==> src/rtl/qlf_k6n10f_pl_pkg.sv <==
// Shared widths, FSM encoding and readback helper for the TDP36K PL-port loader.
package qlf_k6n10f_pl_pkg;

  localparam int unsigned PL_ADDR_W = 24;
  localparam int unsigned PL_DATA_W = 36;
  localparam int unsigned PL_HALF_W = 18;

  typedef enum logic [2:0] {
    IDLE,
    INIT,
    LOAD_SETUP,
    LOAD_STROBE,
    RB_SETUP,
    RB_STROBE,
    RB_WAIT,
    DONE
  } pl_state_t;

  // Readback compare restricted to the halves that were actually written.
  function automatic logic half_mismatch(input logic [PL_DATA_W-1:0] wr,
                                         input logic [PL_DATA_W-1:0] rd,
                                         input logic [1:0]           be);
    logic lo_bad;
    logic hi_bad;
    lo_bad = be[0] && (wr[PL_HALF_W-1:0] != rd[PL_HALF_W-1:0]);
    hi_bad = be[1] && (wr[PL_DATA_W-1:PL_HALF_W] != rd[PL_DATA_W-1:PL_HALF_W]);
    return lo_bad || hi_bad;
  endfunction

endpackage

==> src/rtl/qlf_k6n10f_bram_pl_loader.sv <==
// Streams fabric words into one TDP36K through its PL preload port.
// Define BRAM_PL_VERIFY_EN to read back and compare every written word.
module qlf_k6n10f_bram_pl_loader
  import qlf_k6n10f_pl_pkg::*;
#(
  parameter int unsigned ADDR_W      = PL_ADDR_W,
  parameter int unsigned DATA_W      = PL_DATA_W,
  parameter int unsigned CNT_W       = 16,
  parameter int unsigned INIT_CYCLES = 2,
  parameter int unsigned RD_LAT      = 1
) (
  input  logic              clk,
  input  logic              reset,
  input  logic              start_i,
  input  logic [ADDR_W-1:0] base_addr_i,
  input  logic [CNT_W-1:0]  word_count_i,
  input  logic              s_valid_i,
  input  logic [DATA_W-1:0] s_data_i,
  input  logic [1:0]        s_be_i,
  output logic              s_ready_o,
  output logic              busy_o,
  output logic              done_o,
  output logic              err_o,
  output logic              pl_init_o,
  output logic              pl_ena_o,
  output logic [1:0]        pl_wen_o,
  output logic              pl_ren_o,
  output logic              pl_clk_o,
  output logic [ADDR_W-1:0] pl_addr_o,
  output logic [DATA_W-1:0] pl_data_o,
  input  logic [DATA_W-1:0] pl_data_i
);

  localparam int unsigned DLY_MAX = (INIT_CYCLES > RD_LAT) ? INIT_CYCLES : RD_LAT;
  localparam int unsigned DLY_W   = (DLY_MAX < 2) ? 1 : $clog2(DLY_MAX + 1);

  pl_state_t         state;
  logic [ADDR_W-1:0] base_q;
  logic [CNT_W-1:0]  count_q;
  logic [CNT_W-1:0]  idx_q;
  logic [DLY_W-1:0]  dly_q;

`ifdef BRAM_PL_VERIFY_EN
  logic       err_q;
  logic [1:0] be_q;
  assign err_o = err_q;
`else
  logic unused_pl_data;
  assign err_o          = 1'b0;
  assign unused_pl_data = ^pl_data_i;
`endif

  // Outputs are registered one step ahead of the state they belong to, so the
  // PL address/data/wen settle a full clk before every pl_clk_o rising edge.
  always_ff @(posedge clk or posedge reset) begin
    if (reset) begin
      state     <= IDLE;
      base_q    <= '0;
      count_q   <= '0;
      idx_q     <= '0;
      dly_q     <= '0;
      s_ready_o <= 1'b0;
      busy_o    <= 1'b0;
      done_o    <= 1'b0;
      pl_init_o <= 1'b0;
      pl_ena_o  <= 1'b0;
      pl_wen_o  <= '0;
      pl_ren_o  <= 1'b0;
      pl_clk_o  <= 1'b0;
      pl_addr_o <= '0;
      pl_data_o <= '0;
`ifdef BRAM_PL_VERIFY_EN
      err_q     <= 1'b0;
      be_q      <= '0;
`endif
    end else begin
      done_o <= 1'b0;
      case (state)
        IDLE: begin
          if (start_i) begin
            if (word_count_i != '0) begin
              base_q    <= base_addr_i;
              count_q   <= word_count_i;
              idx_q     <= '0;
              dly_q     <= DLY_W'(INIT_CYCLES - 1);
              busy_o    <= 1'b1;
              pl_init_o <= 1'b1;
              pl_ena_o  <= 1'b1;
`ifdef BRAM_PL_VERIFY_EN
              err_q     <= 1'b0;
`endif
              state     <= INIT;
            end else begin
              done_o <= 1'b1;
            end
          end
        end

        INIT: begin
          if (dly_q == '0) begin
            pl_init_o <= 1'b0;
            s_ready_o <= 1'b1;
            state     <= LOAD_SETUP;
          end else begin
            dly_q <= dly_q - DLY_W'(1);
          end
        end

        LOAD_SETUP: begin
          pl_clk_o <= 1'b0;
          if (s_valid_i && s_ready_o) begin
            pl_addr_o <= base_q + ADDR_W'(idx_q);
            pl_data_o <= s_data_i;
            pl_wen_o  <= s_be_i;
`ifdef BRAM_PL_VERIFY_EN
            be_q      <= s_be_i;
`endif
            s_ready_o <= 1'b0;
            state     <= LOAD_STROBE;
          end
        end

        LOAD_STROBE: begin
          pl_clk_o <= 1'b1;
          idx_q    <= idx_q + CNT_W'(1);
`ifdef BRAM_PL_VERIFY_EN
          state    <= RB_SETUP;
`else
          if (idx_q + CNT_W'(1) == count_q) begin
            state <= DONE;
          end else begin
            s_ready_o <= 1'b1;
            state     <= LOAD_SETUP;
          end
`endif
        end

`ifdef BRAM_PL_VERIFY_EN
        RB_SETUP: begin
          pl_clk_o <= 1'b0;
          pl_wen_o <= '0;
          pl_ren_o <= 1'b1;
          state    <= RB_STROBE;
        end

        RB_STROBE: begin
          pl_clk_o <= 1'b1;
          dly_q    <= DLY_W'(RD_LAT - 1);
          state    <= RB_WAIT;
        end

        RB_WAIT: begin
          pl_clk_o <= 1'b0;
          if (dly_q == '0) begin
            if (half_mismatch(PL_DATA_W'(pl_data_o), PL_DATA_W'(pl_data_i), be_q)) begin
              err_q <= 1'b1;
            end
            pl_ren_o <= 1'b0;
            if (idx_q == count_q) begin
              state <= DONE;
            end else begin
              s_ready_o <= 1'b1;
              state     <= LOAD_SETUP;
            end
          end else begin
            dly_q <= dly_q - DLY_W'(1);
          end
        end
`endif

        DONE: begin
          pl_clk_o  <= 1'b0;
          pl_init_o <= 1'b0;
          pl_ena_o  <= 1'b0;
          pl_wen_o  <= '0;
          pl_ren_o  <= 1'b0;
          pl_addr_o <= '0;
          pl_data_o <= '0;
          busy_o    <= 1'b0;
          done_o    <= 1'b1;
          state     <= IDLE;
        end

        default: state <= IDLE;
      endcase
    end
  end

endmodule
==> config.mk <==
export PLATFORM = sky130hd
export DESIGN_NAME = qlf_k6n10f_bram_pl_loader
export DESIGN_NICKNAME = d
export VERILOG_FILES = /design/src/rtl/qlf_k6n10f_pl_pkg.sv /design/src/rtl/qlf_k6n10f_bram_pl_loader.sv
export SDC_FILE = /design/constraint.sdc
export NUM_CORES = 1
export LEC_CHECK = 0
export ABC_CLOCK_PERIOD_IN_PS = 9200
export BUFFER_PORTS_ARGS = -buffer_cell sky130_fd_sc_hd__buf_4
export CAP_MARGIN = 20
export CORE_ASPECT_RATIO = 1.2
export CORE_MARGIN = 2
export CORE_UTILIZATION = 25
export DETAILED_ROUTE_END_ITERATION = 16
export HOLD_SLACK_MARGIN = 0.06
export PLACE_DENSITY = 0.5
export SETUP_SLACK_MARGIN = 0.15
export SYNTH_ARGS = -nofsm -noshare
export SYNTH_HDL_FRONTEND = slang
export SYNTH_SLANG_ARGS = --single-unit
==> constraint.sdc <==
create_clock -name clk -period 9.2 [get_ports clk]
set_clock_uncertainty 0.05 [all_clocks]
set_input_delay 1.84 -clock clk [delete_from_list [all_inputs] [get_ports clk]]
set_output_delay 1.84 -clock clk [all_outputs]
set_load 0.02 [all_outputs]
==> qor.csv <==
metric;value;unit
pin count of the biggest net entering global routing;85;
CP Max Fanout;43;
Worst Max-Slew Pin Slew;1.03;ns
share of cells above drive strength 1;29.0;%
vias in the first global route;5198;
TritonRoute pass-1 iters;4;
crit path DAT;4.15;ns
Yosys reg bits;128;
Place WS;4.74;ns
max_cap viols;0;
worst setup margin;5.29;ns
Placer Congestion;0.799;
EDFF count, synth;0;
io pins;188;
first-pass GRT wire length;27900;microns
Top FF cell, synth;dfrtp_1;
drt drc;0;
Die Ht;182;microns
detailed-route vias per instance;4.49;
via count;5214;
Synth top area share;48.4;%
Period minus WS final;3.91;ns
Power Total;2.77;mW
Clock Root Buffer;clkbuf_16;
CTS Hold Buffers Added;0;
post-DP HPWL;12100;microns
initial cell density of the core;25.3;%
clk buf depth;2;
Overflow after GRT;0;
status;finished clean;
crit-path max cell delay;0.77;ns
Post-CTS Resized;0;
critical path, cell by cell;buf_4 -> nor4_1 -> nand4_1 -> and2_1 -> nand2_2 -> mux2_2;
crit start category;primary input;
Commonest cells post-synth;dfrtp_1 (128), nand2_1 (111), nand3_1 (74);
Synth Area per Inst;9.75;sq um
wire per inst;14.5;microns
die footprint;27800;sq um
period utilisation layout;42.5;%
core area;26200;sq um
Seq/Total Area, Yosys;48.4;%
Routed WL;16800;microns
most numerous cell in the Yosys netlist;dfrtp_1;
critical path type;in2reg;
Syn Std Cell Area;6620;sq um
clock sink count;128;
f_max;0.256;GHz
initial drt markers;251;
utilization after layout;32.9;%
relative slew slack;30.8;%
# rows;65;
Pleak;4.07;nW
synth warn;0;
Layout area overhead;29.9;%
RSZ-0062 raised after global routing;no;
WP buf/inv;1;
Cell variety after synth;57;
Synth Instances;679;
# setup viols final;0;
Post-synth ARST share;100;%
Final Hold Fails;0;
Routed Antenna Nets;0;
hold crit path type;reg2reg;
H-tree depth;4;
Port Buf Inserts;149;
Clock transition at path regs;0.06;ns
post-synth top area cell;dfrtp_1;
family with the most delay on the worst path;simple AND/OR/NAND/NOR gates;
Max VDD drop;88.8;uV
Worst Setup End Kind;flop;
Final Max Tran Viols;0;
Tot GR Track Use;12.5;%
setup TNS;0;ns
latest clock arrival within the worst-skew pair;0.42;ns
CTS tree;built;
CTS Buf Count;17;
fill count;2723;
top post-synthesis cells by area;dfrtp_1 (48%), mux2_2 (7.1%), nand2_1 (6.3%);
initial antenna violation count;1;
Slowest cell on crit path;nand2_2;
worst endpoint required time;9.44;ns
die width;153;microns
PwrDens;321;nW/um^2
Nets;949;
setup bufs post-CTS;0;
[through the flow]
| step | instance area [sq um] | hold WS, ns | cells |
|---|---|---|---|
| 2_1_floorplan | 6630 | 0.436 | 680 |
| 3_3_place_gp | 8010 | 0.426 | 1128 |
| 3_5_place_dp | 8010 | 0.425 | 1128 |
| 4_1_cts | 8600 | 0.439 | 1159 |
| 5_1_grt | 8600 | 0.466 | 1160 |
| 6_report | 8600 | 0.439 | 1160 |
[logic make-up after synthesis]
kind of cell	share of synthesized area (%)
and+or+nand+nor	19.1
xor gates and xnor gates	5.69
muxes	7.29
other	0.0566
AOI/OAI and AO/OA	12.3
buffers and inverters	3.50
DFF	48.4
adders and majority gates	3.70
[registers in the layout (all words and copies together) (netlist names)]
register and cells:
state 3, pl_addr_o 24, dly_q 2, idx_q 16, pl_wen_o 2, count_q 16, s_ready_o 1, pl_ena_o 1
pl_init_o 1, done_o 1, pl_data_o 36, base_q 24, pl_clk_o 1
[layout by cell type, fill, tap and decap left out, types with 3 or more instances in the layout]
master,instances
nand4_1,4
nand2_1,110
and3_1,6
nand2b_1,4
mux2_2,42
ha_1,18
o31ai_1,7
clkinv_2,3
nor3_1,5
xor2_1,16
nor2b_1,3
nor2_1,27
a21o_1,12
o21a_1,6
xnor2_1,27
buf_4,152
nor4_1,4
nand3_1,73
inv_1,9
clkbuf_8,4
dfrtp_1,128
nor3b_1,4
a21oi_1,26
clkbuf_16,17
o21ai_0,57
and2_1,7
a31oi_1,6
[layout make-up]
type                            instances  area (sq um)  share of cell area (%)
Antenna cell                            1          2.50                  0.0291
Clock buffer                           22           484                    5.63
Clock inverter                          9           108                    1.25
Inverter                               10          40.0                   0.465
Multi-Input combinational cell        503          3210                    37.3
Sequential cell                       128          3200                    37.2
Tap cell                              335           419                    4.87
Timing Repair Buffer                  152          1140                    13.3
[worst min-delay path, stage by stage (launching register included)]
cell and delay [ns]:
dfrtp_1 0.35, nand2_1 0.05, nand2_1 0.06
[routing by layer]
| metal | global-route usage (%) | routed length [microns] |
|---|---|---|
| met1 | 16.0 | 7690 |
| met2 | 20.3 | 8150 |
| met3 | 2.97 | 676 |
| met4 | 5.59 | 313 |
| met5 | 0 | 0 |
[power breakdown]
part | switching (mW) | leakage [nW] | internal, mW
Clock | 0.249 | 0.288 | 0.425
Sequential | 0.174 | 1.59 | 0.799
Combinational | 0.603 | 2.19 | 0.515
[path summary, 6_finish.rpt]
| path | slack (ns) | cells past startpoint | endpoint | startpoint |
|---|---|---|---|---|
| setup / recovery | 5.29 | 6 | base_q[10] | word_count_i[11] |
| hold / removal | 0.44 | 2 | pl_clk_o | pl_clk_o |
| setup reg to reg | 6.39 | 10 | pl_addr_o[20] | idx_q[0] |
| hold reg to reg | 0.44 | 2 | pl_clk_o | pl_clk_o |
| max in group asynchronous | 6.19 | 3 | pl_addr_o[3] | reset |
| min in group asynchronous | 1.56 | 2 | pl_data_o[8] | reset |
Power figures use the tool's default switching activity.
